`config.mk`:
```
export PLATFORM = sky130hd
export DESIGN_NAME = frv_pipeline_fifo_flat
export DESIGN_NICKNAME = d
export VERILOG_FILES = /design/src/rtl/frv_pipeline_fifo_if.sv /design/src/rtl/frv_pipeline_fifo.sv /design/src/flat_wrapper.sv
export SDC_FILE = /design/constraint.sdc
export NUM_CORES = 1
export LEC_CHECK = 0
export ABC_CLOCK_PERIOD_IN_PS = 1990
export CORE_UTILIZATION = 43
export DETAILED_ROUTE_END_ITERATION = 12
export PLACE_DENSITY = 0.75
export SYNTH_ARGS = -nofsm -noshare
export SYNTH_HDL_FRONTEND = slang
export SYNTH_SLANG_ARGS = --single-unit
```
`constraint.sdc`:
```
create_clock -name g_clk -period 1.99 [get_ports g_clk]
set_input_delay 0.398 -clock g_clk [delete_from_list [all_inputs] [get_ports g_clk]]
set_output_delay 0.398 -clock g_clk [all_outputs]
set_load 0.01 [all_outputs]
```
`src/rtl/frv_pipeline_fifo_if.sv`:
```
// Handshake bundle between pipeline stage N, the elastic queue and stage N+1.
// The queue side uses the slave modport; the stage side uses master.
interface frv_pipeline_fifo_if #(
  parameter int unsigned RLEN  = 8,
  parameter int unsigned DEPTH = 2
);
  localparam int unsigned CW = $clog2(DEPTH + 1);

  logic [RLEN-1:0] i_data;
  logic            i_valid;
  logic            o_busy;
  logic [RLEN-1:0] mr_data;
  logic            flush;
  logic [RLEN-1:0] flush_dat;
  logic [RLEN-1:0] o_data;
  logic            o_valid;
  logic            i_busy;
  logic [CW-1:0]   o_count;

  modport slave (
    input  i_data, i_valid, flush, flush_dat, i_busy,
    output o_busy, mr_data, o_data, o_valid, o_count
  );

  modport master (
    output i_data, i_valid, flush, flush_dat, i_busy,
    input  o_busy, mr_data, o_data, o_valid, o_count
  );
endinterface

```
`src/rtl/frv_pipeline_fifo.sv`:
```
// Elastic DEPTH-entry pipeline queue with registered head, occupancy and flush-with-data.
// o_busy/o_valid/o_count decode registered count only, so no i_busy -> o_busy path exists.
module frv_pipeline_fifo #(
  parameter int unsigned RLEN  = 8,
  parameter int unsigned DEPTH = 2
) (
  input logic               g_clk,
  input logic               g_reset,
  frv_pipeline_fifo_if.slave bus
);
  localparam int unsigned CW = $clog2(DEPTH + 1);
  localparam int unsigned PW = (DEPTH > 1) ? $clog2(DEPTH) : 1;

  logic [RLEN-1:0] mem_q [DEPTH];
  logic [RLEN-1:0] mem_d [DEPTH];
  logic [CW-1:0]   count_q, count_d;
  logic [PW-1:0]   wptr_q, wptr_d;
  logic [PW-1:0]   rptr_q, rptr_d;
  logic [RLEN-1:0] data_q, data_d;
  logic [RLEN-1:0] mr_q, mr_d;
  logic            busy, valid, push, pop;

  function automatic logic [PW-1:0] ptr_inc(logic [PW-1:0] p);
    return (p == PW'(DEPTH - 1)) ? '0 : p + PW'(1);
  endfunction

  assign valid       = (count_q != '0);
  assign busy        = (count_q == CW'(DEPTH));
  assign bus.o_valid = valid;
  assign bus.o_busy  = busy;
  assign bus.o_count = count_q;
  assign bus.o_data  = data_q;
  assign bus.mr_data = mr_q;

  always_comb begin
    push    = bus.i_valid && !busy;
    pop     = valid && !bus.i_busy;
    count_d = count_q;
    wptr_d  = wptr_q;
    rptr_d  = rptr_q;
    data_d  = data_q;
    mr_d    = mr_q;
    mem_d   = mem_q;
    if (bus.flush) begin
      count_d = '0;
      wptr_d  = '0;
      rptr_d  = '0;
      data_d  = bus.flush_dat;
      mr_d    = bus.flush_dat;
    end else begin
      if (push) begin
        mem_d[wptr_q] = bus.i_data;
        wptr_d        = ptr_inc(wptr_q);
        mr_d          = bus.i_data;
      end
      if (pop) begin
        rptr_d = ptr_inc(rptr_q);
      end
      case ({push, pop})
        2'b10:   count_d = count_q + CW'(1);
        2'b01:   count_d = count_q - CW'(1);
        default: count_d = count_q;
      endcase
      // Head register: next-oldest entry on pop, or the incoming word when it becomes head.
      if (pop && (count_q > CW'(1))) begin
        data_d = mem_q[ptr_inc(rptr_q)];
      end else if (push && ((count_q == '0) || (pop && (count_q == CW'(1))))) begin
        data_d = bus.i_data;
      end
    end
  end

  always_ff @(posedge g_clk) begin
    if (g_reset) begin
      count_q <= '0;
      wptr_q  <= '0;
      rptr_q  <= '0;
      data_q  <= '0;
      mr_q    <= '0;
    end else begin
      count_q <= count_d;
      wptr_q  <= wptr_d;
      rptr_q  <= rptr_d;
      data_q  <= data_d;
      mr_q    <= mr_d;
    end
  end

  // Storage contents beyond count are never observed, so they need no reset.
  always_ff @(posedge g_clk) begin
    mem_q <= mem_d;
  end
endmodule

```
`src/flat_wrapper.sv`:
```
// flat-port wrapper written by rule: the top's interface ports become plain ports
module frv_pipeline_fifo_flat 
#(
  parameter int unsigned RLEN  = 8,
  parameter int unsigned DEPTH = 2
)
  (g_clk, g_reset, bus_i_data, bus_i_valid, bus_flush, bus_flush_dat, bus_i_busy, bus_o_busy, bus_mr_data, bus_o_data, bus_o_valid, bus_o_count);
  frv_pipeline_fifo_if #(.RLEN(RLEN), .DEPTH(DEPTH)) bus_i ();
  input logic g_clk;
  input logic g_reset;
  input wire logic [$bits(bus_i.i_data)-1:0] bus_i_data;
  input wire logic [$bits(bus_i.i_valid)-1:0] bus_i_valid;
  input wire logic [$bits(bus_i.flush)-1:0] bus_flush;
  input wire logic [$bits(bus_i.flush_dat)-1:0] bus_flush_dat;
  input wire logic [$bits(bus_i.i_busy)-1:0] bus_i_busy;
  output wire logic [$bits(bus_i.o_busy)-1:0] bus_o_busy;
  output wire logic [$bits(bus_i.mr_data)-1:0] bus_mr_data;
  output wire logic [$bits(bus_i.o_data)-1:0] bus_o_data;
  output wire logic [$bits(bus_i.o_valid)-1:0] bus_o_valid;
  output wire logic [$bits(bus_i.o_count)-1:0] bus_o_count;
  assign bus_i.i_data = bus_i_data;
  assign bus_i.i_valid = bus_i_valid;
  assign bus_i.flush = bus_flush;
  assign bus_i.flush_dat = bus_flush_dat;
  assign bus_i.i_busy = bus_i_busy;
  assign bus_o_busy = bus_i.o_busy;
  assign bus_mr_data = bus_i.mr_data;
  assign bus_o_data = bus_i.o_data;
  assign bus_o_valid = bus_i.o_valid;
  assign bus_o_count = bus_i.o_count;
  frv_pipeline_fifo #(.RLEN(RLEN), .DEPTH(DEPTH)) u_core (.g_clk(g_clk), .g_reset(g_reset), .bus(bus_i));
endmodule
```
==> results.sh <==
export IMPL_fin_nets=227
export IMPL_cp_max_fo=4
export IMPL_drt_wl_total_um=3820
export IMPL_fin_crit_sh_pct=92.7
export IMPL_grt_pass1_vias=1367
export IMPL_synth_common_cells="dfxtp_1, nand2_1, edfxtp_1, mux2i_1, inv_1"
export IMPL_power_frac_comb_pct=20.2
export IMPL_antenna_cells=0
export IMPL_crit_reg2reg_launch="u_core.bus.o_count[0]"
export IMPL_dieArea_um2=4070
export IMPL_portBuffers=40
export IMPL_cts_buffer_depth=2
export IMPL_drive_above_1_share_pct=12.3
export IMPL_synth_cell_type_count=24
export IMPL_holdCritPathClass="flop to flop"
export IMPL_p_int_mw=1.29
export IMPL_seq_area_frac_synth_pct=53.7
export IMPL_slew_violations=0
export IMPL_n_fill_cell=300
export IMPL_cts_made_buffers=5
export IMPL_dp_slack_ps=-53.2
export IMPL_drc=0
export IMPL_wl_per_cell_um=15.2
export IMPL_status="finished, final reports clean"
export IMPL_min_from="u_core.bus.o_data[2]"
export IMPL_initial_core_util_pct=44.8
export IMPL_syn_inst=150
export IMPL_dr_pass1_iters=6
export IMPL_ir_drop_uv=503
export IMPL_via_per_inst=5.12
export IMPL_ys_seq_elements=36
export IMPL_leakage_nw=0.844
export IMPL_syn2layout_area_growth_pct=38.0
export IMPL_final_hold_viol_count=0
export IMPL_htreeDepth=2
export IMPL_synth_area_leader_cell="edfxtp_1"
export IMPL_cts_tree="yes"
export IMPL_timing_slew_headroom_pct=63.2
export IMPL_drt_initial_drc_count=51
export IMPL_coreArea_um2=3660
export IMPL_fin_skew_ps=3.38
export IMPL_die_y_um=63.8
export IMPL_p_sw_share_pct=25.3
export IMPL_grt_max_degree=21
export IMPL_cts_clk_slew_worst_paths_ps=70
export IMPL_finalSetupViolations=0
export IMPL_ctsHoldBuffers=0
export IMPL_synth_most_common_cell="dfxtp_1"
export IMPL_grt_pass1_wl_um=6280
export IMPL_grt_usage_pct=20.6
export IMPL_antenna_found_initial=0
export IMPL_avgSynthCellArea_um2=10.9
export IMPL_place_area_um2=2160
export IMPL_ant_nets=0
export IMPL_critPathLaunchType="flop"
export IMPL_synthArstFlopShare_pct=0
export IMPL_gp_congestion=0.810
export IMPL_fin_ws_ps=145
export IMPL_worstMarginPinSlew_ps=551
export IMPL_postCtsSetupBuffers=0
export IMPL_synth_top_flop_cell="dfxtp_1"
export IMPL_vias=1285
export IMPL_rows=22
export IMPL_dp_hpwl_um=2710
export IMPL_drv_cap=0
export IMPL_setup_tns_final_ps=0
export IMPL_synth_top_cell_area_share_pct=29.3
export IMPL_finalInstanceArea_um2=2260
export IMPL_fp_dieW_um=63.8
export IMPL_clock_latency_ps=280
export IMPL_rsz0062_at_grt="false"
export IMPL_power_density_nw_per_um2=762
export IMPL_critPathKind="flop to primary output"
export IMPL_io_pins=41
export IMPL_finalCriticalPeriod_ps=1850
export IMPL_synth_area_leaders="edfxtp_1, dfxtp_1, mux2i_1"
export IMPL_end_kind="primary output"
export IMPL_clkPwrFrac_pct=30.8
export IMPL_max_freq_ghz=0.542
export IMPL_grt_overflow_total=0
export IMPL_syn_area_um2=1640
export IMPL_worstPathArrival_ps=1450
export IMPL_sequentialPowerShare_pct=49.0
export IMPL_cp_required_ps=1590
export IMPL_numClockSinks=36
export IMPL_cts_root_buf="clkbuf_8"
export IMPL_cp_startpoint="u_core.bus.o_count[0]"
export IMPL_p_switching_mw=0.437
export IMPL_syn_num_nets=175
export IMPL_synth_edf_count=16
export IMPL_rrSetupSlack_ps=200
export IMPL_ys_warnings_count=0
==> repair_timing <==
action / CTS / global route
hold endpoints to repair: 0 / 0
gates resized for setup: 2 / 4
endpoints found under the setup margin: 1 / 2
==> layout make-up <==
cell class              instances  area [um^2]  area share [%]
inverters                      13         48.8            2.16
multi-input cells              94          688            30.4
repair buffers                 52          493            21.8
well taps                      48         60.1            2.65
flip-flops and latches         36          883            39.0
clock buffers                   8         90.1            3.98
==> critical path, cell delays in order, from the launching register on <==
cell and delay [ps]:
dfxtp_2 340, inv_1 100, ha_1 180, clkdlybuf4s50_1 540
==> cell usage in the layout (no fill, tap or decap), types with 3 or more instances in the layout <==
cell type,instances
a31o_1,8
clkdlybuf4s50_1,39
mux2i_1,16
ha_1,3
buf_4,12
o211ai_1,8
nor3_1,3
nand2_1,17
inv_1,12
dfxtp_1,18
edfxtp_1,16
o21a_1,8
clkbuf_8,6
nor2_1,10
a31oi_1,8
==> sequential cells by signal, summed over array words and instances, names as in the netlist <==
signal and count:
u_core.mem_q 16, u_core.bus.o_data 8, u_core.bus.mr_data 8, u_core.wptr_q 1, u_core.bus.o_count 2, u_core.rptr_q 1
==> logic make-up after synthesis <==
logic type               Yosys count  share of synthesized area (%)
AO/OA/AOI/OAI                     34                           15.5
XOR/XNOR                           4                           2.14
adder cells (fa/ha/maj)            4                           3.05
buffers and inverters             20                           5.19
flip-flops                        36                           53.7
multiplexers                      16                           9.76
AND/OR/NAND/NOR                   36                           10.7
==> power groups by stage <==
stage	sequential, mW	combinational [mW]	clock, mW
finish	0.845	0.348	0.532
global placement	0.858	0.334	0
CTS	0.845	0.348	0.543
global route	0.850	0.377	0.574
floorplan	0.869	0.158	0
detailed placement	0.860	0.346	0
==> metrics by stage <==
stage	hold slack, ps	utilization [%]	std cells	total power [mW]
after detailed placement	536	59.0	243	1.21
after CTS	547	61.6	251	1.74
after global routing	573	61.8	251	1.80
after floorplan	488	-	150	1.03
after global placement	532	59.0	243	1.19
final	544	61.8	251	1.73
==> metal layers <==
layer | wire, um | vias to the layer above | global-route usage (%) | share of wire [%]
met3 | 150 | 2 | 3.75 | 3.9
met1 | 1680 | 603 | 25.2 | 44
met5 | 0 | - | 0 | 0
li1 | - | 640 | - | -
met2 | 1950 | 40 | 36.0 | 51
met4 | 40 | 0 | 6.82 | 1.0
==> worst paths after layout <==
kind,to,cells after the start
setup / recovery,bus_o_busy,3
hold / removal,u_core.bus.o_data[2],3
setup reg to reg,u_core.bus.o_count[1],6
hold reg to reg,u_core.bus.o_data[2],3
Note: power is estimated with default switching activity, not from simulation.
